$ cat config.mk
export PLATFORM = sky130hd
export DESIGN_NAME = fifo_wr_arbiter
export DESIGN_NICKNAME = d
export VERILOG_FILES = /design/src/rtl/fifo_wr_arbiter.sv
export SDC_FILE = /design/constraint.sdc
export NUM_CORES = 1
export LEC_CHECK = 0
export BUFFER_PORTS_ARGS = -buffer_cell sky130_fd_sc_hd__buf_2
export CAP_MARGIN = 20
export CELL_PAD_IN_SITES_DETAIL_PLACEMENT = 1
export CELL_PAD_IN_SITES_GLOBAL_PLACEMENT = 1
export CORE_AREA = 2 2 255 257
export CTS_CLUSTER_DIAMETER = 150
export DETAILED_ROUTE_END_ITERATION = 8
export DIE_AREA = 0 0 257 259
export HOLD_SLACK_MARGIN = 0.02
export PLACE_DENSITY_LB_ADDON = 0.2
export SLEW_MARGIN = 20
export SYNTH_ARGS = -nofsm -noshare
export SYNTH_HDL_FRONTEND = slang
export SYNTH_SLANG_ARGS = --single-unit
$ cat constraint.sdc
create_clock -name clk -period 2.16 [get_ports clk]
set_input_delay 0.324 -clock clk [delete_from_list [all_inputs] [get_ports clk]]
set_output_delay 0.324 -clock clk [all_outputs]
set_load 0.01 [all_outputs]
$ cat src/rtl/fifo_wr_arbiter.sv
// Round-robin arbiter sharing one FIFO write port among N_SRC sources, bursts of up to MAX_BURST words.
// Latency: one cycle from the IDLE grant decision to the first write; one idle bubble between bursts.
// Backpressure: o_full stalls writes (src_ready low), o_alm_full blocks new grants and ends a burst.
module fifo_wr_arbiter #(
    parameter int N_SRC     = 4,
    parameter int DATA_W    = 128,
    parameter int MAX_BURST = 8
) (
    input  logic                      clk,
    input  logic                      reset,
    input  logic [N_SRC-1:0]          src_valid,
    input  logic [N_SRC*DATA_W-1:0]   src_data,
    output logic [N_SRC-1:0]          src_ready,
    input  logic                      o_full,
    input  logic                      o_alm_full,
    output logic                      i_wren,
    output logic [DATA_W-1:0]         i_wrdata,
    output logic [N_SRC-1:0]          gnt,
    output logic                      busy
);

    localparam int CNT_W = $clog2(MAX_BURST + 1);
    localparam int IDX_W = $clog2(N_SRC);

    typedef enum logic {
        IDLE,
        BURST
    } state_t;

    state_t             state, state_nxt;
    logic [N_SRC-1:0]   gnt_nxt;
    logic [IDX_W-1:0]   g_idx, g_nxt;
    logic [IDX_W-1:0]   rr_ptr, rr_nxt;
    logic [CNT_W-1:0]   beat_cnt, cnt_nxt;
    logic [IDX_W-1:0]   cand;
    logic [IDX_W-1:0]   pick_idx;
    logic               pick_vld;
    logic               write;
    logic [DATA_W-1:0]  src_word [N_SRC];

    for (genvar i = 0; i < N_SRC; i++) begin : g_unpack
        assign src_word[i] = src_data[i*DATA_W +: DATA_W];
    end

    // Walk candidates from the farthest back to rr_ptr so the nearest valid one wins.
    always_comb begin
        pick_vld = |src_valid;
        pick_idx = '0;
        cand     = '0;
        for (int k = N_SRC - 1; k >= 0; k--) begin
            cand = IDX_W'((int'(rr_ptr) + k) % N_SRC);
            if (src_valid[cand]) begin
                pick_idx = cand;
            end
        end
    end

    always_ff @(posedge clk or posedge reset) begin
        if (reset) begin
            state    <= IDLE;
            gnt      <= '0;
            g_idx    <= '0;
            rr_ptr   <= '0;
            beat_cnt <= '0;
        end else begin
            state    <= state_nxt;
            gnt      <= gnt_nxt;
            g_idx    <= g_nxt;
            rr_ptr   <= rr_nxt;
            beat_cnt <= cnt_nxt;
        end
    end

    always_comb begin
        state_nxt = state;
        gnt_nxt   = gnt;
        g_nxt     = g_idx;
        rr_nxt    = rr_ptr;
        cnt_nxt   = beat_cnt;
        write     = 1'b0;
        case (state)
            IDLE: begin
                if (pick_vld && !o_alm_full && !o_full) begin
                    state_nxt = BURST;
                    g_nxt     = pick_idx;
                    gnt_nxt   = N_SRC'(1) << pick_idx;
                    cnt_nxt   = '0;
                end
            end
            BURST: begin
                write = src_valid[g_idx] && !o_full;
                // The word in an almost-full cycle still goes in; only the grant is released.
                if ((write && beat_cnt == CNT_W'(MAX_BURST - 1)) || !src_valid[g_idx] || o_alm_full) begin
                    state_nxt = IDLE;
                    gnt_nxt   = '0;
                    cnt_nxt   = '0;
                    rr_nxt    = (g_idx == IDX_W'(N_SRC - 1)) ? '0 : g_idx + IDX_W'(1);
                end else begin
                    cnt_nxt = beat_cnt + CNT_W'(write);
                end
            end
            default: state_nxt = IDLE;
        endcase
    end

    always_comb begin
        i_wren    = write;
        src_ready = gnt & {N_SRC{write}};
        i_wrdata  = write ? src_word[g_idx] : '0;
        busy      = (state == BURST);
    end

endmodule

==> run_summary.xml, run 1 <==
<?xml version="1.0" encoding="UTF-8"?>
<metrics>
  <group name="synthesis">
    <metric name="synth_top_cell_area_share" unit="%">62.6</metric>
    <metric name="netlist_instances" unit="">376</metric>
    <metric name="synth.cell_area" unit="mm2">0.00464</metric>
    <metric name="area_contributors_post_synth" unit="">mux4_2 63%, and2_1 18%, dfrtp_1 7.0%</metric>
    <metric name="synth.avg_cell_area" unit="um2">12.4</metric>
    <metric name="synthDominantAreaCellType" unit="">mux4_2</metric>
    <metric name="postSynthRegisterBits" unit="">13</metric>
    <metric name="fraction_of_the_yosys_area_taken_by_sequential_cells" unit="%">7.00</metric>
    <metric name="synth_cell_type_count" unit="">34</metric>
    <metric name="synth.yosys.warnings" unit="">0</metric>
    <metric name="syn_nets" unit="">899</metric>
  </group>
  <group name="setup_path">
    <metric name="cp-start-kind" unit="">register</metric>
    <metric name="crit_arrival" unit="ns">2.06</metric>
    <metric name="crit_path_required_time" unit="ns">1.84</metric>
    <metric name="reg2reg_from" unit="">g_idx[0]$_DFFE_PP0P_</metric>
    <metric name="worstSetupEndpointType" unit="">primary output</metric>
    <metric name="timing.setup.critical_path_class" unit="">reg2out</metric>
    <metric name="reg2reg_depth" unit="">7</metric>
    <metric name="crit_path_start" unit="">g_idx[0]$_DFFE_PP0P_</metric>
    <metric name="critical_path.max_fanout" unit="">10</metric>
  </group>
  <group name="sta">
    <metric name="grt_setup_unrepaired" unit="">true</metric>
    <metric name="worst_pin_slew" unit="ns">0.836</metric>
    <metric name="max_slew_margin" unit="%">43.8</metric>
    <metric name="whs" unit="ns">0.147</metric>
    <metric name="timing_hold_violations_final" unit="">0</metric>
    <metric name="postLayoutSetupSlackWorst" unit="ns">-0.229</metric>
    <metric name="setup_violations" unit="">133</metric>
    <metric name="timing.clock.skew" unit="ns">0.00240</metric>
    <metric name="post-route-period-util" unit="%">111</metric>
    <metric name="drv_slew" unit="">0</metric>
    <metric name="period_minus_slack" unit="ns">2.39</metric>
    <metric name="clock.fmax" unit="MHz">419</metric>
  </group>
  <group name="pwr">
    <metric name="power_density_over_cell_area" unit="mW/mm2">812</metric>
    <metric name="clkPwrFrac" unit="%">4.4</metric>
    <metric name="power_leakage" unit="uW">0.00485</metric>
    <metric name="switching_share" unit="%">39.8</metric>
    <metric name="finalPower" unit="uW">8200</metric>
    <metric name="intPower" unit="uW">4940</metric>
    <metric name="seq_power_share" unit="%">5.4</metric>
    <metric name="switching_power" unit="uW">3260</metric>
    <metric name="share_comb_of_total_power" unit="%">90.3</metric>
    <metric name="vdd_drop_max" unit="V">0.000367</metric>
  </group>
  <group name="clocking">
    <metric name="cts.htree.levels" unit="">1</metric>
    <metric name="cts.sink_count" unit="">13</metric>
    <metric name="cts_made_buffers" unit="">3</metric>
    <metric name="clock_tree_from_tritoncts" unit="">built</metric>
    <metric name="ctsLongestPathBuffers" unit="">2</metric>
    <metric name="cts_root_buf" unit="">clkbuf_16</metric>
    <metric name="cts.clk_slew.worst_paths" unit="ns">0.05</metric>
    <metric name="clk-insertion-delay-late" unit="ns">0.24</metric>
  </group>
  <group name="floorplanning">
    <metric name="placement_rows" unit="">93</metric>
    <metric name="fp.coreArea" unit="mm2">0.0639</metric>
    <metric name="floorplan.io_pins" unit="">658</metric>
    <metric name="die_area" unit="mm2">0.0666</metric>
    <metric name="die_width" unit="um">257</metric>
    <metric name="die_h" unit="um">259</metric>
    <metric name="initial_utilization" unit="%">7.27</metric>
  </group>
  <group name="placed_design">
    <metric name="dpl_worst_slack" unit="ns">-0.0176</metric>
    <metric name="port-buffer-count" unit="">657</metric>
    <metric name="finalWeightedCongestion" unit="">0.873</metric>
    <metric name="hpwl_dp" unit="um">29900</metric>
  </group>
  <group name="detailed_routing">
    <metric name="avgViaCountPerCell" unit="">3.36</metric>
    <metric name="num_vias" unit="">6435</metric>
    <metric name="antenna_violating_nets_post_route" unit="">0</metric>
    <metric name="drt_iter0_markers" unit="">164</metric>
    <metric name="drt_pre_antenna_iters" unit="">4</metric>
    <metric name="finalWirelength" unit="um">34400</metric>
    <metric name="wl_per_cell" unit="um">18.0</metric>
    <metric name="detail_route.drc_violations" unit="">0</metric>
  </group>
  <group name="grt">
    <metric name="global_route.overflow_total" unit="">0</metric>
    <metric name="grt_busiest_layer" unit="">met2</metric>
    <metric name="gr-usage-all-layers" unit="%">9.46</metric>
    <metric name="met2_usage" unit="%">19.4</metric>
    <metric name="antenna_violations_before_repair" unit="">8</metric>
    <metric name="global_route.usage.met1" unit="%">9.44</metric>
    <metric name="grt_max_degree" unit="">50</metric>
    <metric name="grt_pass1_wl" unit="um">48000</metric>
    <metric name="grt.met3_usage" unit="%">2.50</metric>
    <metric name="first_global_vias" unit="">7413</metric>
  </group>
  <group name="run">
    <metric name="drv.max_cap_violation_count" unit="">0</metric>
  </group>
  <group name="finish">
    <metric name="finalCoreUtilization" unit="%">15.8</metric>
    <metric name="design.final.nets" unit="">1578</metric>
    <metric name="syn_to_final_growth" unit="%">117</metric>
    <metric name="drive_gt1_share" unit="%">85.5</metric>
  </group>
  <group name="outcome">
    <metric name="violations_in_the_final_reports" unit="">negative setup slack</metric>
    <metric name="status" unit="">finished with violations</metric>
  </group>
  <group name="min_path">
    <metric name="min_path_type" unit="">in2async</metric>
  </group>
</metrics>
-- worst paths after layout --
check	to	slack, ns
setup reg to reg	beat_cnt[2]$_DFFE_PP0P_	0.10
hold reg to reg	beat_cnt[0]$_DFFE_PP0P_	0.54
max in group asynchronous	g_idx[0]$_DFFE_PP0P_	1.58
hold / removal	beat_cnt[1]$_DFFE_PP0P_	0.15
setup / recovery	src_ready[0]	-0.23
min in group clk	beat_cnt[2]$_DFFE_PP0P_	0.49
-- metal layers --
| layer | wire, um | part of all wire [%] |
|---|---|---|
| met1 | 11800 | 34 |
| met4 | 386 | 1.1 |
| met2 | 19700 | 57 |
| met5 | 13 | 0.038 |
| met3 | 2610 | 7.6 |
-- per-stage QoR --
step           instances  TNS (ns)  instance area, um2
2_1_floorplan        376         0                4640
3_3_place_gp        1890   -0.0300                9330
3_5_place_dp        1890   -0.0311                9330
4_1_cts             1902    -22.50                9850
5_1_grt             1912    -34.36               10100
6_report            1913    -22.88               10100
-- state kept, by name, indices dropped and copies added (netlist names) --
register / count
beat_cnt: 4
busy: 1
g_idx: 2
gnt: 4
rr_ptr: 2
-- cells in the mapped netlist (all sizes together) --
cell / n
nor4: 2
mux2: 4
nor2b: 2
or2: 1
dfrtp: 13
or4: 1
or4b: 1
or3: 1
nand3b: 1
and2: 132
ha: 3
nor2: 5
nand3: 2
clkbuf: 19
o22ai: 1
nor3: 1
o211a: 1
a211oi: 1
a21oi: 5
o211ai: 1
inv: 8
o31ai: 2
nand2: 4
o21ai: 3
a32o: 2
nand2b: 2
buf: 24
mux4: 129
o31a: 1
nor3b: 1
nand4bb: 1
a22o: 2
-- placed cells by master (no fill, tap or decap), types with 4 or more instances in the layout --
cell type,netlist,routed
nor2_1,4,4
buf_6,1,48
dfrtp_1,13,11
buf_8,0,4
buf_12,0,10
diode_2,0,4
buf_4,0,30
buf_16,0,6
mux2_2,4,4
a21oi_1,5,5
mux4_2,129,129
clkbuf_16,0,7
inv_1,8,8
and2_1,132,93
buf_2,23,615
and2_4,0,39
-- power groups by stage --
stage          registers, uW  clock network, uW  logic, uW
3_5_place_dp             440                  0       6760
2_1_floorplan            389                  0       4150
4_1_cts                  444                369       7290
3_3_place_gp             439                  0       6800
6_report                 439                358       7400
5_1_grt                  455                380       8000
-- logic make-up after synthesis --
kind of cell / share of synthesized area [%]
flops: 7.00
fa+ha+maj: 0.808
mux: 63.5
buf+inv: 4.90
simple gates: 20.9
compound gates: 2.86
-- critical path, stage by stage, from the launching register on --
cell	delay (ns)
dfrtp_4	0.45
mux4_2	0.54
nand2_2	0.12
nor2_4	0.06
buf_4	0.16
clkbuf_16	0.17
and2_1	0.16
buf_2	0.14
-- area by class of cell --
class	instances	area, um2
Fill cell	7654	53800
Inverter	8	30.0
Clock inverter	1	5.00
Sequential cell	13	333
Clock buffer	3	75.1
Tap cell	855	1070
Multi-Input combinational cell	312	4210
Antenna cell	4	10.0
Timing Repair Buffer	717	4370
-- repair_timing --
action | CTS | global route
pin swaps | 0 | 2
hold buffers | 0 | 0
setup endpoints to repair | 133 | 134
buffers inserted | 6 | 2
gates cloned | 2 | 5
resized for setup | 85 | 25
No activity file was read; power rests on OpenSTA's default activity.
==> run 2: changes to the inputs <==
--- a/config.mk
+++ b/config.mk
@@ -14,8 +14,8 @@
 export DETAILED_ROUTE_END_ITERATION = 8
 export DIE_AREA = 0 0 257 259
 export HOLD_SLACK_MARGIN = 0.02
-export PLACE_DENSITY_LB_ADDON = 0.2
-export SLEW_MARGIN = 20
+export PLACE_DENSITY_LB_ADDON = 0.1
+export SLEW_MARGIN = 25
 export SYNTH_ARGS = -nofsm -noshare
 export SYNTH_HDL_FRONTEND = slang
 export SYNTH_SLANG_ARGS = --single-unit
==> constraint.sdc (replaced) <==
create_clock -name clk -period 2.16 [get_ports clk]
set_input_delay 0.216 -clock clk [delete_from_list [all_inputs] [get_ports clk]]
set_output_delay 0.216 -clock clk [all_outputs]
set_load 0.01 [all_outputs]
==> run_summary.xml, run 2 (synthesis results as in run 1) <==
<?xml version="1.0" encoding="UTF-8"?>
<metrics>
  <group name="outcome">
    <metric name="status" unit="">finished with violations</metric>
    <metric name="violations_in_the_final_reports" unit="">negative setup slack</metric>
  </group>
  <group name="detailed_routing">
    <metric name="num_vias" unit="">6307</metric>
    <metric name="detail_route.drc_violations" unit="">0</metric>
    <metric name="drt_iter0_markers" unit="">197</metric>
    <metric name="wl_per_cell" unit="um">20.8</metric>
    <metric name="finalWirelength" unit="um">39400</metric>
    <metric name="antenna_violating_nets_post_route" unit="">0</metric>
    <metric name="avgViaCountPerCell" unit="">3.34</metric>
    <metric name="drt_pre_antenna_iters" unit="">4</metric>
  </group>
  <group name="min_path">
    <metric name="min_path_type" unit="">in2async</metric>
  </group>
  <group name="finish">
    <metric name="syn_to_final_growth" unit="%">116</metric>
    <metric name="layout.cells.most_common" unit="">buf_2</metric>
    <metric name="design.final.nets" unit="">1553</metric>
    <metric name="multiInputGateArea" unit="mm2">0.00418</metric>
    <metric name="total_area_of_sequential_cells" unit="um2">333</metric>
    <metric name="num-fill-cells" unit="">7551</metric>
    <metric name="finalCoreUtilization" unit="%">15.7</metric>
    <metric name="layout_common_cells" unit="">608 x buf_2, 129 x mux4_2, 102 x and2_1</metric>
    <metric name="drive_gt1_share" unit="%">84.1</metric>
    <metric name="layoutNonFillerInstCount" unit="">1890</metric>
    <metric name="reg.largest.list" unit="">beat_cnt x4, gnt x4</metric>
  </group>
  <group name="pwr">
    <metric name="vdd_drop_max" unit="V">0.000722</metric>
    <metric name="power_leakage" unit="uW">0.00476</metric>
    <metric name="clkPwrFrac" unit="%">4.3</metric>
    <metric name="switching_power" unit="uW">3380</metric>
    <metric name="share_comb_of_total_power" unit="%">90.4</metric>
    <metric name="switching_share" unit="%">40.4</metric>
    <metric name="intPower" unit="uW">4990</metric>
    <metric name="power_density_over_cell_area" unit="mW/mm2">836</metric>
    <metric name="finalPower" unit="uW">8370</metric>
    <metric name="seq_power_share" unit="%">5.3</metric>
  </group>
  <group name="floorplanning">
    <metric name="fp.coreArea" unit="mm2">0.0639</metric>
    <metric name="initial_utilization" unit="%">7.27</metric>
    <metric name="die_h" unit="um">259</metric>
    <metric name="placement_rows" unit="">93</metric>
    <metric name="die_width" unit="um">257</metric>
    <metric name="die_area" unit="mm2">0.0666</metric>
    <metric name="floorplan.io_pins" unit="">658</metric>
  </group>
  <group name="setup_path">
    <metric name="critical_path.max_fanout" unit="">31</metric>
    <metric name="worstSetupEndpointType" unit="">primary output</metric>
    <metric name="cp-start-kind" unit="">register</metric>
    <metric name="reg2reg_depth" unit="">7</metric>
    <metric name="crit_path_required_time" unit="ns">1.94</metric>
    <metric name="crit_arrival" unit="ns">2.04</metric>
    <metric name="timing.setup.critical_path_class" unit="">reg2out</metric>
  </group>
  <group name="placed_design">
    <metric name="dpl.cell_count" unit="">1858</metric>
    <metric name="hpwl_dp" unit="um">32400</metric>
    <metric name="port-buffer-count" unit="">657</metric>
    <metric name="finalWeightedCongestion" unit="">0.830</metric>
  </group>
  <group name="sta">
    <metric name="whs" unit="ns">0.0422</metric>
    <metric name="period_minus_slack" unit="ns">2.26</metric>
    <metric name="postLayoutSetupSlackWorst" unit="ns">-0.0991</metric>
    <metric name="drv_slew" unit="">0</metric>
    <metric name="timing_hold_violations_final" unit="">0</metric>
    <metric name="grt_setup_unrepaired" unit="">true</metric>
    <metric name="setup_violations" unit="">132</metric>
    <metric name="worst_pin_slew" unit="ns">0.721</metric>
    <metric name="setup_total_negative_slack" unit="ns">-6.63</metric>
    <metric name="clock.fmax" unit="MHz">443</metric>
    <metric name="post-route-period-util" unit="%">105</metric>
    <metric name="timing.clock.skew" unit="ns">0.00590</metric>
    <metric name="max_slew_margin" unit="%">51.5</metric>
  </group>
  <group name="clocking">
    <metric name="cts.htree.levels" unit="">1</metric>
    <metric name="cts.clk_slew.worst_paths" unit="ns">0.05</metric>
    <metric name="ctsLongestPathBuffers" unit="">2</metric>
    <metric name="clock_tree_from_tritoncts" unit="">built</metric>
    <metric name="clk-insertion-delay-late" unit="ns">0.25</metric>
    <metric name="cts_made_buffers" unit="">3</metric>
    <metric name="cts_root_buf" unit="">clkbuf_16</metric>
    <metric name="cts.sink_count" unit="">13</metric>
  </group>
  <group name="grt">
    <metric name="grt_max_degree" unit="">78</metric>
    <metric name="grt_pass1_wl" unit="um">54200</metric>
    <metric name="antenna_violations_before_repair" unit="">9</metric>
    <metric name="gr-usage-all-layers" unit="%">11.2</metric>
    <metric name="global_route.overflow_total" unit="">0</metric>
    <metric name="first_global_vias" unit="">6979</metric>
  </group>
  <group name="run">
    <metric name="drv.max_cap_violation_count" unit="">0</metric>
  </group>
</metrics>
[run 2: cell types whose count changed in the layout (fill, tap and decap cells not counted), moves of 2 or more]
cell / before / now
buf_4: 30 / 15
and2_1: 93 / 102
and2_4: 39 / 30
buf_16: 6 / 14
buf_2: 615 / 608
buf_6: 48 / 41
buf_8: 4 / 1
clkbuf_16: 7 / 4
bufbuf_16: 0 / 2
diode_2: 4 / 6
[run 2: metrics by stage]
step,cell area [um2],worst slack [ns]
3_3_place_gp,9030,0.0882
2_1_floorplan,4640,0.291
3_5_place_dp,9030,0.0864
6_report,10000,-0.0991
5_1_grt,10000,-0.198
4_1_cts,9780,-0.135
[run 2: routing by layer]
metal	GRT usage [%]	vias to the layer above	routed length, um
met5	0	-	54
met4	1.39	8	405
met3	2.61	27	2470
met2	22.5	283	22400
met1	12.1	3143	14000
li1	-	2846	-
[run 2: repair_timing]
action | in CTS | in global routing
buffers inserted | 11 | 0
pin swaps | 6 | 4
hold buffers | 0 | 0
cloned | 10 | 1
resized for setup | 62 | 48
endpoints found under the setup margin | 133 | 133
[run 2: path summary, 6_finish.rpt]
check / start / to / slack [ns]
min reg2reg: beat_cnt[0]$_DFFE_PP0P_ / beat_cnt[0]$_DFFE_PP0P_ / 0.55
max reg2reg: g_idx[0]$_DFFE_PP0P_ / beat_cnt[2]$_DFFE_PP0P_ / 0.12
max in group asynchronous: reset / g_idx[1]$_DFFE_PP0P_ / 1.67
min in group clk: o_alm_full / beat_cnt[2]$_DFFE_PP0P_ / 0.36
max: g_idx[0]$_DFFE_PP0P_ / i_wrdata[70] / -0.1
min: reset / beat_cnt[1]$_DFFE_PP0P_ / 0.04
[run 2: area by class of cell]
cell class,count,share of cell area [%]
Sequential cell,13,3.32
Tap cell,855,10.7
Multi-Input combinational cell,312,41.7
Inverter,8,0.300
Timing Repair Buffer,692,43.0
Clock buffer,4,0.787
Antenna cell,6,0.150
[run 2: power by group through the flow]
stage | logic (uW) | registers (uW) | clock network, uW
after floorplan | 4150 | 389 | 0
after global placement | 6430 | 462 | 0
after detailed placement | 6370 | 459 | 0
after CTS | 7620 | 455 | 377
after global routing | 8190 | 465 | 387
final | 7570 | 445 | 359
[run 2: critical path: stages, from the launching register on]
cell and delay, ns:
dfrtp_4 0.44, mux4_2 0.53, nand2_2 0.12, nor2_4 0.06, buf_12 0.15, buf_16 0.16
and2_1 0.16, buf_4 0.15
==> run 3: changes to the inputs <==
==> constraint.sdc (replaced) <==
create_clock -name clk -period 2.4 [get_ports clk]
set_input_delay 0.24 -clock clk [delete_from_list [all_inputs] [get_ports clk]]
set_output_delay 0.24 -clock clk [all_outputs]
set_load 0.02 [all_outputs]
==> run_summary.xml, run 3 (synthesis results as in run 1) <==
<?xml version="1.0" encoding="UTF-8"?>
<metrics>
  <group name="setup_path">
    <metric name="crit_path_required_time" unit="ns">2.16</metric>
    <metric name="critical_path.max_fanout" unit="">10</metric>
    <metric name="crit_arrival" unit="ns">2.05</metric>
    <metric name="timing.setup.critical_path_class" unit="">reg2out</metric>
    <metric name="critPathTopFamily" unit="">buffers and inverters</metric>
    <metric name="worstSetupEndpointType" unit="">primary output</metric>
    <metric name="crit_chain" unit="">buf_6, buf_16, buf_6, mux4_2, and2_1, buf_2</metric>
    <metric name="cp-start-kind" unit="">register</metric>
    <metric name="path_buf_inv" unit="">4</metric>
    <metric name="cpMaxStageDelayCell" unit="">mux4_2</metric>
    <metric name="cp_common_cell" unit="">buf_6</metric>
    <metric name="critical_path.max_stage_delay" unit="ns">0.53</metric>
  </group>
  <group name="floorplanning">
    <metric name="die_area" unit="mm2">0.0666</metric>
    <metric name="initial_utilization" unit="%">7.27</metric>
    <metric name="die_h" unit="um">259</metric>
    <metric name="fp.coreArea" unit="mm2">0.0639</metric>
    <metric name="floorplan.io_pins" unit="">658</metric>
    <metric name="placement_rows" unit="">93</metric>
    <metric name="die_width" unit="um">257</metric>
  </group>
  <group name="grt">
    <metric name="grt_pass1_wl" unit="um">52600</metric>
    <metric name="grt_busiest_layer" unit="">met2</metric>
    <metric name="grt.met3_usage" unit="%">2.66</metric>
    <metric name="antenna_violations_before_repair" unit="">14</metric>
    <metric name="global_route.usage.met1" unit="%">11.3</metric>
    <metric name="global_route.overflow_total" unit="">0</metric>
    <metric name="gr-usage-all-layers" unit="%">10.7</metric>
    <metric name="first_global_vias" unit="">6933</metric>
    <metric name="met2_usage" unit="%">21.6</metric>
    <metric name="grt_max_degree" unit="">68</metric>
  </group>
  <group name="sta">
    <metric name="clock.fmax" unit="MHz">436</metric>
    <metric name="worst_pin_slew" unit="ns">0.968</metric>
    <metric name="postLayoutSetupSlackWorst" unit="ns">0.106</metric>
    <metric name="grt_setup_unrepaired" unit="">false</metric>
    <metric name="setup_violations" unit="">0</metric>
    <metric name="post-route-period-util" unit="%">95.6</metric>
    <metric name="drv_slew" unit="">0</metric>
    <metric name="timing_hold_violations_final" unit="">0</metric>
    <metric name="max_slew_margin" unit="%">34.9</metric>
    <metric name="timing.clock.skew" unit="ns">0.00476</metric>
    <metric name="period_minus_slack" unit="ns">2.29</metric>
  </group>
  <group name="clocking">
    <metric name="clk-insertion-delay-late" unit="ns">0.24</metric>
    <metric name="clock_tree_from_tritoncts" unit="">built</metric>
    <metric name="ctsLongestPathBuffers" unit="">2</metric>
    <metric name="cts.clk_slew.worst_paths" unit="ns">0.05</metric>
    <metric name="cts.sink_count" unit="">13</metric>
    <metric name="cts_made_buffers" unit="">3</metric>
    <metric name="cts_root_buf" unit="">clkbuf_16</metric>
    <metric name="cts.htree.levels" unit="">1</metric>
  </group>
  <group name="placed_design">
    <metric name="port-buffer-count" unit="">657</metric>
    <metric name="finalWeightedCongestion" unit="">0.834</metric>
    <metric name="hpwl_dp" unit="um">32000</metric>
    <metric name="dpl_worst_slack" unit="ns">0.193</metric>
  </group>
  <group name="finish">
    <metric name="reg.largest.list" unit="">beat_cnt x4, gnt x4</metric>
    <metric name="num-fill-cells" unit="">7620</metric>
    <metric name="syn_to_final_growth" unit="%">102</metric>
    <metric name="total_area_of_sequential_cells" unit="um2">333</metric>
    <metric name="finalCoreUtilization" unit="%">14.7</metric>
    <metric name="design.final.nets" unit="">1544</metric>
    <metric name="layout_common_cells" unit="">656 x buf_2, 131 x and2_1, 129 x mux4_2</metric>
    <metric name="layout.cells.most_common" unit="">buf_2</metric>
    <metric name="drive_gt1_share" unit="%">80.9</metric>
    <metric name="multiInputGateArea" unit="mm2">0.00410</metric>
  </group>
  <group name="pwr">
    <metric name="vdd_drop_max" unit="V">0.000689</metric>
    <metric name="power_density_over_cell_area" unit="mW/mm2">746</metric>
    <metric name="switching_share" unit="%">44.5</metric>
    <metric name="switching_power" unit="uW">3120</metric>
    <metric name="intPower" unit="uW">3880</metric>
    <metric name="finalPower" unit="uW">7000</metric>
    <metric name="share_comb_of_total_power" unit="%">89.6</metric>
    <metric name="clkPwrFrac" unit="%">4.7</metric>
    <metric name="power_leakage" unit="uW">0.00456</metric>
    <metric name="seq_power_share" unit="%">5.7</metric>
  </group>
  <group name="detailed_routing">
    <metric name="drt_pre_antenna_iters" unit="">4</metric>
    <metric name="wl_per_cell" unit="um">20.2</metric>
    <metric name="detail_route.drc_violations" unit="">0</metric>
    <metric name="avgViaCountPerCell" unit="">3.36</metric>
    <metric name="antenna_violating_nets_post_route" unit="">0</metric>
    <metric name="num_vias" unit="">6334</metric>
    <metric name="drt_iter0_markers" unit="">157</metric>
    <metric name="finalWirelength" unit="um">38100</metric>
  </group>
  <group name="min_path">
    <metric name="min_path_type" unit="">in2async</metric>
  </group>
  <group name="outcome">
    <metric name="status" unit="">completed</metric>
  </group>
  <group name="run">
    <metric name="drv.max_cap_violation_count" unit="">0</metric>
  </group>
</metrics>
## run 3: cell type report
type / instances / share of cell area, %
timing repair buffer: 683 / 39.9
multi-input combinational: 312 / 43.7
clock buffer: 4 / 0.840
tap: 855 / 11.4
inverter: 8 / 0.320
sequential: 13 / 3.55
antenna: 10 / 0.267
## run 3: per-layer routing
layer / vias to the layer above / part of all wire, %
met4: 8 / 0.44
met2: 283 / 58
met5: - / 0.15
met1: 3200 / 35
li1: 2829 / -
met3: 14 / 6.3
## run 3: power groups by stage
stage / Sequential (uW) / Clock [uW] / Combinational [uW]
6_report: 400 / 327 / 6280
3_3_place_gp: 418 / 0 / 5990
4_1_cts: 409 / 341 / 6280
5_1_grt: 418 / 348 / 6810
2_1_floorplan: 370 / 0 / 4020
3_5_place_dp: 420 / 0 / 5930
## run 3: repair_timing
item / 4_1_cts / 5_1_grt
hold buffers: 0 / 0
buffers inserted: 6 / 3
gates resized for setup: 9 / 4
gates cloned: 3 / 2
pin swaps: 1 / 0
endpoints found under the setup margin: 56 / 65
## run 3: worst paths after layout
kind,end,slack [ns],cells after the start,from
worst max-delay path,i_wrdata[75],0.11,6,g_idx[0]$_DFFE_PP0P_
worst min-delay path,beat_cnt[2]$_DFFE_PP0P_,0.06,2,reset
worst max register to register,beat_cnt[2]$_DFFE_PP0P_,0.32,7,g_idx[0]$_DFFE_PP0P_
worst min register to register,beat_cnt[0]$_DFFE_PP0P_,0.55,1,beat_cnt[0]$_DFFE_PP0P_
max in group asynchronous,g_idx[1]$_DFFE_PP0P_,1.89,2,reset
min in group clk,beat_cnt[2]$_DFFE_PP0P_,0.38,3,o_alm_full
## run 3: stage by stage
step / setup TNS [ns] / hold WS, ns / std cells / area [um2]
global route: 0 / 0.125 / 1882 / 9370
detailed placement: 0 / 0.370 / 1857 / 9010
finish: 0 / 0.0632 / 1885 / 9380
global placement: 0 / 0.360 / 1857 / 9010
CTS: -0.0920 / 0.111 / 1870 / 9260
floorplan: 0 / 0.117 / 376 / 4640
## run 3: worst reg2reg max path, stage by stage, from the launching register on
cell and delay (ns):
dfrtp_4 0.49, mux4_2 0.37, buf_4 0.12, nor2b_1 0.13, ha_1 0.19, ha_1 0.18
or4b_1 0.45, nand3_1 0.09
